**src/rtl/store_write_buffer.sv**
```systemverilog
`default_nettype none
// ============================================================================
// Module   : store_write_buffer
// Brief    : In-order FIFO write buffer between the core store port and data
//            memory. Stores are absorbed at core rate, drained over a
//            valid/ready port, and loads that hit a pending store get the
//            youngest matching data forwarded combinationally.
// Revision : 1.0 - initial release
// ============================================================================
module store_write_buffer #(
    parameter int DEPTH = 4,
    parameter int AW    = 32,
    parameter int DW    = 32
) (
    input  logic                    clk,
    input  logic                    reset,
    input  logic                    MemWrite,
    input  logic [AW-1:0]           DataAdr,
    input  logic [DW-1:0]           WriteData,
    input  logic [AW-1:0]           LdAdr,
    output logic                    Stall,
    output logic                    LdHit,
    output logic [DW-1:0]           LdData,
    output logic                    MemWValid,
    output logic [AW-1:0]           MemWAdr,
    output logic [DW-1:0]           MemWData,
    input  logic                    MemWReady,
    output logic [$clog2(DEPTH):0]  Count,
    output logic                    Empty
);

    localparam int c_PW = $clog2(DEPTH);
    localparam int c_CW = c_PW + 1;
    localparam logic [c_CW-1:0] c_FULL    = c_CW'(DEPTH);
    localparam logic [c_CW-1:0] c_CNT_ONE = c_CW'(1);
    localparam logic [c_PW-1:0] c_PTR_ONE = c_PW'(1);

    logic [AW-1:0]   r_adr  [DEPTH];
    logic [DW-1:0]   r_data [DEPTH];
    logic [c_PW-1:0] r_rdPtr;
    logic [c_PW-1:0] r_wrPtr;
    logic [c_CW-1:0] r_count;
    logic            w_enq;
    logic            w_deq;
    logic [c_PW-1:0] w_fwdIdx;

    // Memory port is driven from registered state only; no input bypass.
    assign MemWValid = (r_count != '0);
    assign Empty     = (r_count == '0);
    assign MemWAdr   = r_adr[r_rdPtr];
    assign MemWData  = r_data[r_rdPtr];
    assign Count     = r_count;

    // A full buffer still accepts a store when the head drains this cycle,
    // which makes Stall combinational from MemWReady.
    assign w_deq = MemWValid & MemWReady;
    assign w_enq = MemWrite & ((r_count < c_FULL) | w_deq);
    assign Stall = MemWrite & ~w_enq;

    // Pointer and occupancy bookkeeping; pointers wrap naturally at DEPTH.
    always_ff @(posedge clk or negedge reset) begin
        if (!reset) begin
            r_rdPtr <= '0;
            r_wrPtr <= '0;
            r_count <= '0;
        end else begin
            if (w_enq) begin
                r_wrPtr <= r_wrPtr + c_PTR_ONE;
            end
            if (w_deq) begin
                r_rdPtr <= r_rdPtr + c_PTR_ONE;
            end
            case ({w_enq, w_deq})
                2'b10:   r_count <= r_count + c_CNT_ONE;
                2'b01:   r_count <= r_count - c_CNT_ONE;
                default: r_count <= r_count;
            endcase
        end
    end

    // Entry storage; contents are don't-care after reset so no reset here.
    always_ff @(posedge clk) begin
        if (w_enq) begin
            r_adr[r_wrPtr]  <= DataAdr;
            r_data[r_wrPtr] <= WriteData;
        end
    end

    // Forwarding: walk valid entries oldest to youngest so the youngest word
    // match wins. The entry leaving this cycle is still counted as valid.
    always_comb begin
        LdHit    = 1'b0;
        LdData   = '0;
        w_fwdIdx = r_rdPtr;
        for (int k = 0; k < DEPTH; k++) begin
            w_fwdIdx = r_rdPtr + c_PW'(k);
            if ((c_CW'(k) < r_count) &&
                (r_adr[w_fwdIdx][AW-1:2] == LdAdr[AW-1:2])) begin
                LdHit  = 1'b1;
                LdData = r_data[w_fwdIdx];
            end
        end
    end

endmodule
`default_nettype wire

```
**config.mk**
```make
export PLATFORM = sky130hd
export DESIGN_NAME = store_write_buffer
export DESIGN_NICKNAME = d
export VERILOG_FILES = /design/src/rtl/store_write_buffer.sv
export SDC_FILE = /design/constraint.sdc
export NUM_CORES = 1
export LEC_CHECK = 0
export BUFFER_PORTS_ARGS = -buffer_cell sky130_fd_sc_hd__buf_2
export CORE_MARGIN = 1.5
export CORE_UTILIZATION = 52
export CTS_BUF_LIST = sky130_fd_sc_hd__clkbuf_16
export DETAILED_ROUTE_END_ITERATION = 12
export GPL_ROUTABILITY_DRIVEN = 0
export PLACE_DENSITY = 0.72
export SLEW_MARGIN = 0
export SYNTH_ARGS = -nofsm -noshare
export SYNTH_HDL_FRONTEND = slang
export SYNTH_SLANG_ARGS = --single-unit
```
**constraint.sdc**
```tcl
create_clock -name clk -period 5.6 [get_ports clk]
set_clock_uncertainty 0.05 [all_clocks]
set_input_delay 0.56 -clock clk [delete_from_list [all_inputs] [get_ports clk]]
set_output_delay 0.56 -clock clk [all_outputs]
set_load 0.03 [all_outputs]
```
==> metrics.log <==
INFO  metric yosys.area_share.simple = 0.07642
INFO  metric finalMaxSlewViolations = 0
INFO  metric synthesis.instances = 1516
INFO  metric first_pass_grt_wire_length = 75.24 mm
INFO  metric worst_hold_path_type = in -> reg
INFO  metric run_status = finished, final reports clean
INFO  metric worst_setup_hold_path_clk_slew = 0.07 ns
INFO  metric mostFrequentLayoutCells = edfxtp_1, buf_2, mux2i_1
INFO  metric worst-endpoint-arrival = 4.80 ns
INFO  metric maxCapViolations = 0
INFO  metric pre_antenna_drt_iters = 6
INFO  metric fmax = 185.0 MHz
INFO  metric synthXorXnorAreaFrac = 0.05458
INFO  metric dr_total_vias = 13880
INFO  metric postSynthRegisterBits = 263
INFO  metric multi_input_comb_area = 0.009034 mm^2
INFO  metric fillerInstances = 2699
INFO  metric groute.usage.overall = 0.2722
INFO  metric first_global_vias = 13220
INFO  metric pre_cts_slack = 0.4873 ns
INFO  metric layoutNonFillerInstCount = 2120
INFO  metric cts.root.buffer_cell = clkbuf_16
INFO  metric critPathRequiredTime = 4.99 ns
INFO  metric chip_width = 188.1 um
INFO  metric worst_slew_pin_slew = 1.131 ns
INFO  metric final-hold-violation-count = 0
INFO  metric timing_worst_setup_path_type = reg -> out
INFO  metric ys.warnings.count = 0
INFO  metric cts_tree = yes
INFO  metric numCtsBuffers = 28
INFO  metric global_route.overflow_total = 0
INFO  metric cts.sink_count = 263
INFO  metric area.sequential = 0.007870 mm^2
INFO  metric vias_per_cell = 6.547
INFO  metric critPathMaxFanout = 64
INFO  metric power_density_over_the_cells = 543.4 mW/mm^2
INFO  metric r2r-start = Count[2]
INFO  metric finalCritPeriodShare = 0.9654
INFO  metric crit-reg2reg-capture = r_adr[2][24]
INFO  metric routed_wirelength = 49.74 mm
INFO  metric synthesized_area_fraction_occupied_by_adder_cells = 0.006322
INFO  metric post_route_cells_drive_above_1_share = 0.2565
INFO  metric capture_point_of_the_worst_path = LdData[24]
INFO  metric final_setup_viols = 0
INFO  metric hpwl_after_detailed_placement = 32.41 mm
INFO  metric synth_top_family_by_area = multiplexers
INFO  metric post-route-min-period = 5.406 ns
INFO  metric startpoint_of_the_most_critical_setup_path = r_rdPtr[1]
INFO  metric cts.path.max_buffers = 3
INFO  metric finalPower = 0.01095 W
INFO  metric synth.distinct_cells = 67
INFO  metric placeableCoreArea = 0.03362 mm^2
INFO  metric post-place-cells = 2054
INFO  metric rsz0062_at_grt = false
INFO  metric regToRegSetupSlack = 3.25 ns
INFO  metric holdWs = 0.1534 ns
INFO  metric avg_inst_size_synth = 11.75 um^2
INFO  metric io_pins = 203
INFO  metric power.leakage = 7.267 nW
INFO  metric setup_total_negative_slack = 0 ns
INFO  metric fp.dieArea = 0.03538 mm^2
INFO  metric slew-limit-headroom = 0.2458
INFO  metric antenna_violating_nets_post_route = 0
INFO  metric mux_cell_area_share_after_synthesis = 0.2212
INFO  metric synth_area_in_compound_gates = 0.1434
INFO  metric die_y = 188.1 um
INFO  metric crit_end_element = output pin
INFO  metric flow.area_growth_from_synthesis = 13.13%
INFO  metric clk_latency = 0.56 ns
INFO  metric avgRoutedWirePerCell = 23.46 um
INFO  metric ff2ff_path_depth = 3
INFO  metric antenna_violations_before_repair = 9
INFO  metric synthArstFlopShare = 0.02662
INFO  metric initial_utilization = 0.5299
INFO  metric final_common_cell = edfxtp_1
INFO  metric drt_iter0_drc = 1524
INFO  metric number_of_enable_flip_flop_cells_after_synthesis = 256
INFO  metric ys_seq_area_frac = 0.4414
INFO  metric finish.net_count = 1752
INFO  metric setup_ws = 0.1938 ns
INFO  metric portBuffers = 200
INFO  metric htreeDepth = 1
INFO  metric setup_crit_start_kind = flip-flop
INFO  metric peakVddDrop = 0.5002 mV
INFO  metric grt_start_max_net_pins = 158
INFO  metric dominantRegCellSynth = edfxtp_1
INFO  metric detailed_route_drc_error_count = 0
INFO  metric synthesis.area = 0.01781 mm^2
INFO  metric syn-num-nets = 1625
INFO  metric row_count = 67
-- worst max-delay path: stages (launching register included) --
cell and delay (ns):
dfrtp_4 0.58, buf_16 0.25, mux2i_1 0.30, xor2_1 0.30
o2111a_1 0.26, a32o_1 0.21, or4b_2 0.70, buf_8 0.27
o21ai_1 0.18, o311ai_0 0.14, a2111oi_0 0.53, o22a_1 0.25
buf_2 0.21
-- cells by family (layout without fill, tap and decap cells) --
logic type,count (synthesis),in the layout
buffers and inverters,222,371
AOI/OAI and AO/OA,370,370
xor gates and xnor gates,111,111
adders and majority gates,9,9
other,0,7
muxes,283,283
DFF,263,263
and+or+nand+nor,258,258
-- metrics by stage --
| step | util | instance area (um^2) |
|---|---|---|
| 2_1_floorplan | - | 17810 |
| 3_5_place_dp | 0.5665 | 19040 |
| 5_1_grt | 0.5993 | 20150 |
| 4_1_cts | 0.5951 | 20000 |
| 6_report | 0.5995 | 20150 |
| 3_3_place_gp | 0.5665 | 19040 |
-- synth_stat cells, types with 4 or more instances --
master | count | area, um^2
a2111oi_1 | 11 | 110.1
ha_1 | 9 | 112.6
o32ai_1 | 5 | 43.79
edfxtp_1 | 256 | 7687
o21ai_1 | 32 | 160.2
nand4_1 | 17 | 106.4
xor2_1 | 22 | 192.7
buf_2 | 33 | 165.2
nand3_1 | 7 | 35.03
mux2i_1 | 178 | 1782
a2111oi_0 | 19 | 166.4
o21ai_0 | 74 | 370.4
o22ai_1 | 10 | 62.56
nor4_1 | 11 | 68.82
buf_4 | 8 | 60.06
nor3_1 | 69 | 345.3
nor2_1 | 56 | 210.2
mux4_2 | 86 | 1937
inv_1 | 73 | 274.0
xnor2_1 | 89 | 779.5
a211oi_1 | 34 | 255.2
o311ai_0 | 23 | 201.4
mux2_2 | 16 | 180.2
nor2b_1 | 34 | 212.7
o211ai_1 | 27 | 202.7
a21oi_1 | 57 | 285.3
a221oi_1 | 4 | 35.03
or3_1 | 7 | 43.79
clkbuf_1 | 80 | 300.3
nand2b_1 | 4 | 25.02
o22a_1 | 33 | 289.0
nand2_1 | 26 | 97.59
buf_6 | 11 | 123.9
and3_1 | 9 | 56.30
o311ai_1 | 12 | 105.1
dfrtp_1 | 7 | 175.2
buf_1 | 14 | 52.55
-- sequential cells by signal, summed over array words and instances (netlist names) --
register	count
r_wrPtr	2
Count	3
r_data	128
r_adr	128
r_rdPtr	2
-- power by group --
group,switching (W),internal [W],leakage (nW)
logic,0.00373,0.00242,4.38
registers,0.000311,0.00258,2.43
clock network,0.000803,0.00110,0.461
total,0.00484,0.00611,7.27
-- per-layer routing --
| metal | routed length (um) | up-vias | share of wire | track usage |
|---|---|---|---|---|
| li1 | - | 6213 | - | - |
| met1 | 20710 | 6771 | 0.42 | 0.3836 |
| met2 | 22430 | 751 | 0.45 | 0.4209 |
| met3 | 4774 | 136 | 0.096 | 0.04960 |
| met4 | 1773 | 8 | 0.036 | 0.1015 |
| met5 | 52 | - | 0.0010 | 0 |
-- repair_timing --
item,in CTS,in global routing
gates resized for setup,2,23
hold endpoints to repair,7,0
hold buffers,1,0
setup buffers,0,5
endpoints found under the setup margin,3,31
gates cloned,0,1
-- area by class of cell --
cell class,count,area share
diodes,7,0.0008692
clock buffers,28,0.03477
clock inverters,24,0.01211
inverters,74,0.01403
multi-input cells,1031,0.4483
flip-flops and latches,263,0.3905
well taps,448,0.02781
repair buffers,245,0.07165
-- how the worst min path moves through the flow --
stage                     cells past startpoint    startpoint  slack, ns           end
after floorplan                               0         reset       0.21      Count[0]
after global placement                        1         reset       0.35    r_wrPtr[1]
after detailed placement                      1         reset       0.36    r_wrPtr[1]
after CTS                                     1  WriteData[6]       0.14  r_data[2][6]
after global routing                          1    DataAdr[0]       0.15   r_adr[2][0]
final                                         1  WriteData[6]       0.15  r_data[2][6]
Note: power is estimated with default switching activity, not from simulation.
